`src/rtl/result_sender.sv`:
```
// -----------------------------------------------------------------------------
// result_sender
//
// Sends the result array to the host. After the execute phase it reads the
// ELEM_W-bit result array two elements at a time and packs each pair into one
// 2*ELEM_W-bit word for the host-read FIFO. The FIFO's read side feeds the
// Xillybus read_32 stream. Element 2k goes to the low half of word k and
// element 2k+1 goes to the high half, which matches the receive path.
//
// Ports
//   bus_clk       : sole clock, rising edge
//   bus_rst_n     : asynchronous active-low reset
//   start         : one-cycle request to begin a transfer (honoured in IDLE only)
//   clear         : synchronous abort, highest synchronous priority
//   elem_rd       : element read strobe (combinational from state and clear)
//   elem_addr     : element address, meaningful only while elem_rd = 1
//   elem_data     : element value, valid the cycle after elem_rd = 1
//   send_enabled  : host-read FIFO write enable (combinational)
//   send_data     : packed word {hi, lo}
//   send_full     : host-read FIFO full
//   busy          : high in every state except IDLE
//   done          : one-cycle pulse after the final word is written
//   words_sent    : number of words written in the current or last transfer
//
// Handshake: send_enabled/send_full use the usual FIFO wr_en/full
// semantics. A word is transferred in exactly the cycles where
// send_enabled = 1, and send_enabled is never high while send_full = 1.
// send_full is sampled in the same cycle it applies. While the FIFO is
// full, the FSM waits in WR and send_data stays stable.
// -----------------------------------------------------------------------------
module result_sender #(
    parameter int N_ELEM = 512,
    parameter int ADDR_W = 9,
    parameter int ELEM_W = 16
) (
    input  logic                bus_clk,
    input  logic                bus_rst_n,
    input  logic                start,
    input  logic                clear,
    output logic                elem_rd,
    output logic [ADDR_W-1:0]   elem_addr,
    input  logic [ELEM_W-1:0]   elem_data,
    output logic                send_enabled,
    output logic [2*ELEM_W-1:0] send_data,
    input  logic                send_full,
    output logic                busy,
    output logic                done,
    output logic [ADDR_W-1:0]   words_sent
);

    typedef enum logic [2:0] {
        IDLE   = 3'd0,
        RD_LO  = 3'd1,
        RD_HI  = 3'd2,
        CAP_HI = 3'd3,
        WR     = 3'd4
    } state_t;

    // Index of the final word. The compare is exact, so word_idx never wraps.
    localparam logic [ADDR_W-2:0] LAST_IDX = (ADDR_W-1)'(N_ELEM/2 - 1);

    state_t              state;
    logic [ADDR_W-2:0]   word_idx;
    logic [ELEM_W-1:0]   lo_reg;
    logic [ELEM_W-1:0]   hi_reg;

    // The strobes come straight from state, so clear can suppress them in the
    // same cycle. An aborted transfer therefore never writes a partial word.
    assign elem_rd      = !clear && ((state == RD_LO) || (state == RD_HI));
    assign send_enabled = !clear && (state == WR) && !send_full;

    // The packed word is taken directly from the capture registers. It stays
    // stable for the whole time WR waits on a full FIFO.
    assign send_data    = {hi_reg, lo_reg};

    always_ff @(posedge bus_clk or negedge bus_rst_n) begin
        if (!bus_rst_n) begin
            state      <= IDLE;
            word_idx   <= '0;
            lo_reg     <= '0;
            hi_reg     <= '0;
            elem_addr  <= '0;
            busy       <= 1'b0;
            done       <= 1'b0;
            words_sent <= '0;
        end else if (clear) begin
            // Abort: words_sent keeps the count of words already written.
            state    <= IDLE;
            word_idx <= '0;
            busy     <= 1'b0;
            done     <= 1'b0;
        end else begin
            done <= 1'b0;
            case (state)
                IDLE: begin
                    if (start) begin
                        word_idx   <= '0;
                        words_sent <= '0;
                        elem_addr  <= '0;
                        busy       <= 1'b1;
                        state      <= RD_LO;
                    end
                end
                RD_LO: begin
                    // elem_addr is registered, so the high-element address is
                    // loaded here for use in the RD_HI cycle.
                    elem_addr <= {word_idx, 1'b1};
                    state     <= RD_HI;
                end
                RD_HI: begin
                    // Returns the data for the RD_LO read.
                    lo_reg <= elem_data;
                    state  <= CAP_HI;
                end
                CAP_HI: begin
                    // Returns the data for the RD_HI read.
                    hi_reg <= elem_data;
                    state  <= WR;
                end
                WR: begin
                    if (!send_full) begin
                        words_sent <= words_sent + 1'b1;
                        if (word_idx == LAST_IDX) begin
                            done  <= 1'b1;
                            busy  <= 1'b0;
                            state <= IDLE;
                        end else begin
                            word_idx  <= word_idx + 1'b1;
                            elem_addr <= {word_idx + 1'b1, 1'b0};
                            state     <= RD_LO;
                        end
                    end
                end
                default: begin
                    busy  <= 1'b0;
                    state <= IDLE;
                end
            endcase
        end
    end

endmodule
```
`config.mk`:
```
export PLATFORM = sky130hd
export DESIGN_NAME = result_sender
export DESIGN_NICKNAME = d
export VERILOG_FILES = /design/src/rtl/result_sender.sv
export SDC_FILE = /design/constraint.sdc
export NUM_CORES = 1
export LEC_CHECK = 0
export ABC_CLOCK_PERIOD_IN_PS = 4700
export BUFFER_PORTS_ARGS = -buffer_cell sky130_fd_sc_hd__buf_2
export CORE_ASPECT_RATIO = 1.2
export CORE_MARGIN = 4
export CORE_UTILIZATION = 30
export CTS_CLUSTER_DIAMETER = 40
export DETAILED_ROUTE_END_ITERATION = 6
export PLACE_DENSITY = 0.52
export SLEW_MARGIN = 20
export SYNTH_ARGS = -nofsm -noshare
export SYNTH_HDL_FRONTEND = slang
export SYNTH_SLANG_ARGS = --single-unit
```
`constraint.sdc`:
```
create_clock -name bus_clk -period 4.7 [get_ports bus_clk]
set_input_delay 0.47 -clock bus_clk [delete_from_list [all_inputs] [get_ports bus_clk]]
set_output_delay 0.47 -clock bus_clk [all_outputs]
set_load 0.02 [all_outputs]
```
== Yosys cells after proc, flatten, opt, wreduce, memory -nomap -nowiden ==
Cells that the tools add are included.
Cells by class
  $add $sub $neg: 2
  equal/unequal tests: 13
  muxes and demuxes: 25
  bitwise gates (word level): 1
  reduce and logical (&&, ||, !) cells: 18
Operators by type and width (count)
  $mux 9: 4
  $mux 8: 4
  $pmux 9 s3: 1
  $pmux 9 s2: 1
  $pmux 8 s2: 1
  $pmux 3 s5: 1
  $reduce_and 4->1: 3
  $add 9x1->9 const B: 1
  $mux 1: 9
  $mux 3: 3
  $ne 3x3->1 const B: 3
  $add 8x1->8 const B: 1
  $eq 8x8->1 const B: 1
  $eq 3x2->1 const B: 2
  $ne 2x2->1 const B: 3
  $reduce_and 2->1: 3
  $reduce_bool 3->1: 2
  $reduce_and 5->1: 1
  $eq 3x1->1 const B: 1
  $eq 3x3->1 const B: 1
  $logic_and 1x1->1: 3
  $logic_not 3->1: 1
  $ne 3x2->1 const B: 1
  $pmux 1 s3: 1
  other kinds (6): 7
Storage, ports and cells
  bits in registers: 63
  input bits: 21
  output and inout bits: 54
  word-level logic and storage cells: 67

== Longest topological paths before layout ==
  depth in word-level cells: 5
  mapped depth: 6
  depth with buffers taken out: 5

== Least setup slack after synthesis ==
No wires, ideal clock.
  path type: in2reg
  from: input send_full
  to: register elem_addr[1]
  setup time: 125 ps
  data arrival time: 1856 ps
  required time: 4575 ps
  path slack: 2718 ps
  cell stages on the path: 5
  buffers on the path: 1
  cell sequence: or3b_2 a211oi_1 and2_1 buf_6 mux2_4
On the way
  cells in the longest elaborated chain, start to end: 2
Ends and longest elaborated chain
  start: declaration: RTL line 45  | input logic send_full,
  $ne 2x2->1 (no line)
  $reduce_and 5->1 (no line)
  end signal: assignment: RTL line 107  | elem_addr <= {word_idx, 1'b1};
  end signal: assignment: RTL line 129  | elem_addr <= {word_idx + 1'b1, 1'b0};
  end: declaration: RTL line 41  | output logic [ADDR_W-1:0] elem_addr,
No other way between the ends.
A chain may end at the register's enable or synchronous reset.

== Worst setup path after layout ==
  from: register state[2]
  to: output send_enabled
On the way
  cells in the longest elaborated chain, start to end: 3
Ends and longest elaborated chain
  start: declaration: RTL line 62  | state_t state;
  start signal: assignment: RTL line 78  | state <= IDLE;
  start signal: assignment: RTL line 88  | state <= IDLE;
  start signal: assignment: RTL line 101  | state <= RD_LO;
  $eq 3x3->1: RTL line 70  | assign send_enabled = !clear && (state == WR) && !send_full;
  $logic_and 1x1->1 (2 in series): RTL line 70
  end: declaration: RTL line 43  | output logic send_enabled,
No other way between the ends.

==> results.json <==
{
  "finalWirelength_um": 7350,
  "synth_top_cells_by_area": "dfrtp_1 (53%), mux2_2 (12%), mux2_4 (3.0%)",
  "startpoint_class": "flip-flop",
  "setup_viol": 0,
  "most_common_cell_in_the_synthesized_netlist": "dfrtp_1",
  "cts_hold_repair.buffers": 0,
  "critical_path_required_ns": 4.23,
  "number_of_iterations_in_the_first_detailed_routing_pass": 4,
  "gr-usage-all-layers": 0.133,
  "clk_latency_ns": 0.32,
  "synth-seq-cells": 63,
  "netlist_instances": 264,
  "final_max_slew_viol_count": 0,
  "design.core.area_mm2": 0.00961,
  "ctsRootBufferMaster": "clkbuf_16",
  "fillers": 935,
  "die_height_um": 117,
  "finalHoldViolCount": 0,
  "setup_crit_path_kind": "flip-flop to output port",
  "worstPathCellList": "or3b_1 > nor3_2 > buf_2",
  "final.period_utilization": 0.614,
  "cellLeakagePower_uw": 0.00173,
  "post_synth_top_cells": "dfrtp_1 (63), mux2_2 (32), o21ai_0 (17)",
  "postPlaceCellArea_mm2": 0.00348,
  "finalSetupTns_ns": 0,
  "port-buffer-count": 74,
  "worst-slew-pin-transition_ns": 1.04,
  "cts_buffer_depth": 2,
  "cp-end-kind": "output port",
  "synth_seq_area_share": 0.529,
  "power_per_cell_area_mw_per_mm2": 516,
  "min_period_ns": 2.89,
  "crit_path_max_fanout": 21,
  "critical-path-max-stage-delay_ns": 0.75,
  "dieWidth_um": 99.0,
  "crit_path_arrival_time_ns": 2.42,
  "netlist.area_leader.share": 0.529,
  "wire_per_inst_um": 15.7,
  "setup_repair_after_global_routing_missed_its_margin": "no",
  "tritoncts": "done",
  "detailed_place_hpwl_um": 5140,
  "area_growth_syn_to_layout_pct": 26.5,
  "floorplan.initialDensity": 0.310,
  "syn-num-nets": 287,
  "num_vias": 2342,
  "design_area_mm2": 0.00377,
  "yosysTopAreaCell": "dfrtp_1",
  "sum_of_overflow_across_all_layers_after_global_routing": 0,
  "synthFlopType": "dfrtp_1",
  "final_layout_size_suffix_gt1_frac": 0.392,
  "status": "finished clean",
  "grt_start_max_net_pins": 64,
  "antenna_violations_before_repair": 0,
  "clk_pin_slew_ns": 0.05,
  "design.final.nets": 362,
  "first_pass_grt_wire_length_um": 12000,
  "cpMaxStageDelayCell": "dfrtp_1",
  "cts.repair_timing.setup_buffer_count": 0,
  "post_cts_resize_count": 0,
  "antenna_cells": 0,
  "cap_viol_max_count": 0,
  "synth.avg_cell_area_um2": 11.3,
  "fp.dieArea_mm2": 0.0116,
  "holdCritPathClass": "input pin to async pin",
  "post_drt_via_cell_ratio": 5.01,
  "cts_buffers": 9,
  "synthesis.area_mm2": 0.00298,
  "clock-skew-final_ns": 0.00300,
  "drt.antenna.violating_nets": 0,
  "number_of_drc_markers_in_iteration_0": 116,
  "maxClockFrequency_mhz": 346,
  "ys_warn_count": 0,
  "floorplan.io_pins": 75,
  "cts_sinks": 63,
  "rows": 39,
  "grt_pass1_vias": 2282,
  "cts-htree-levels": 3,
  "power.ir.vdd_worst_mv": 0.264,
  "route.detailed.drc": 0,
  "timing.slew.headroom": 0.303,
  "synth-edff-count": 0,
  "yosys.cell_types.count": 46,
  "globalplace.congestion": 0.941,
  "async_reset_ff_frac": 1.00
}
-- power breakdown --
group	switching, µW	internal (µW)
sequential	79.0	685
combinational	318	221
clock	222	422
-- critical path: cells and delay by family, from the launching register on --
kind,cells,cell delay (ns)
buffers and inverters,1,0.28
DFF,1,0.75
and+or+nand+nor,2,1.07
-- stage by stage --
step / utilization / hold slack, ns / std cells / total power (µW) / setup WS, ns
after floorplan: - / 0.174 / 264 / 1110 / 2.72
after global placement: 0.362 / 0.486 / 451 / 1310 / 1.86
after detailed placement: 0.362 / 0.489 / 451 / 1320 / 1.79
after CTS: 0.392 / 0.354 / 467 / 1980 / 1.44
after global routing: 0.393 / 0.385 / 467 / 2060 / 1.65
final: 0.393 / 0.322 / 467 / 1950 / 1.81
-- cell type report --
type | count | area [µm²] | area share
Clock inverter | 4 | 45.0 | 0.0119
Inverter | 10 | 37.5 | 0.00995
Timing Repair Buffer | 77 | 393 | 0.104
Multi-Input combinational cell | 178 | 1320 | 0.350
Clock buffer | 12 | 246 | 0.0653
Sequential cell | 63 | 1580 | 0.418
Tap cell | 123 | 154 | 0.0408
-- worst paths after layout --
kind                       cells after the start           end         start  slack [ns]
setup / recovery                               3  send_enabled      state[2]        1.81
hold / removal                                 2     lo_reg[1]     bus_rst_n        0.32
setup reg to reg                               4  elem_addr[1]      state[2]        2.04
hold reg to reg                                1    hi_reg[10]    hi_reg[10]        0.50
max in group asynchronous                      2    hi_reg[14]     bus_rst_n        3.83
min in group bus_clk                           2     lo_reg[5]  elem_data[5]        0.39
-- kinds of logic (layout without fill, tap and decap cells) --
group,count (synthesis),count (layout),share of synthesized area
compound gates,57,57,0.122
xor+xnor,3,3,0.00881
fa+ha+maj,2,2,0.00839
buf+inv,23,103,0.0331
flops,63,63,0.529
mux,40,40,0.158
simple gates,76,76,0.142
-- cells in the final DEF (no fill, tap or decap), types with 4 or more instances in the layout --
master / netlist / final
buf_2: 4 / 74
mux2_2: 32 / 32
nand2_1: 15 / 15
nand4_1: 5 / 5
nand3_1: 12 / 12
nand2b_1: 5 / 5
a21oi_1: 11 / 11
nor3_1: 7 / 6
a22o_1: 4 / 4
a31oi_1: 7 / 7
mux2_4: 6 / 6
inv_1: 10 / 10
o21ai_0: 17 / 17
dfrtp_1: 63 / 63
clkbuf_16: 0 / 9
nor2_1: 9 / 9
-- metal layers --
layer	routed length, µm	GRT usage	part of all wire
met4	115	0.0556	0.016
met1	3000	0.160	0.41
met3	491	0.0433	0.067
met2	3740	0.220	0.51
met5	0	0	0
No activity file was read; power rests on OpenSTA's default activity.
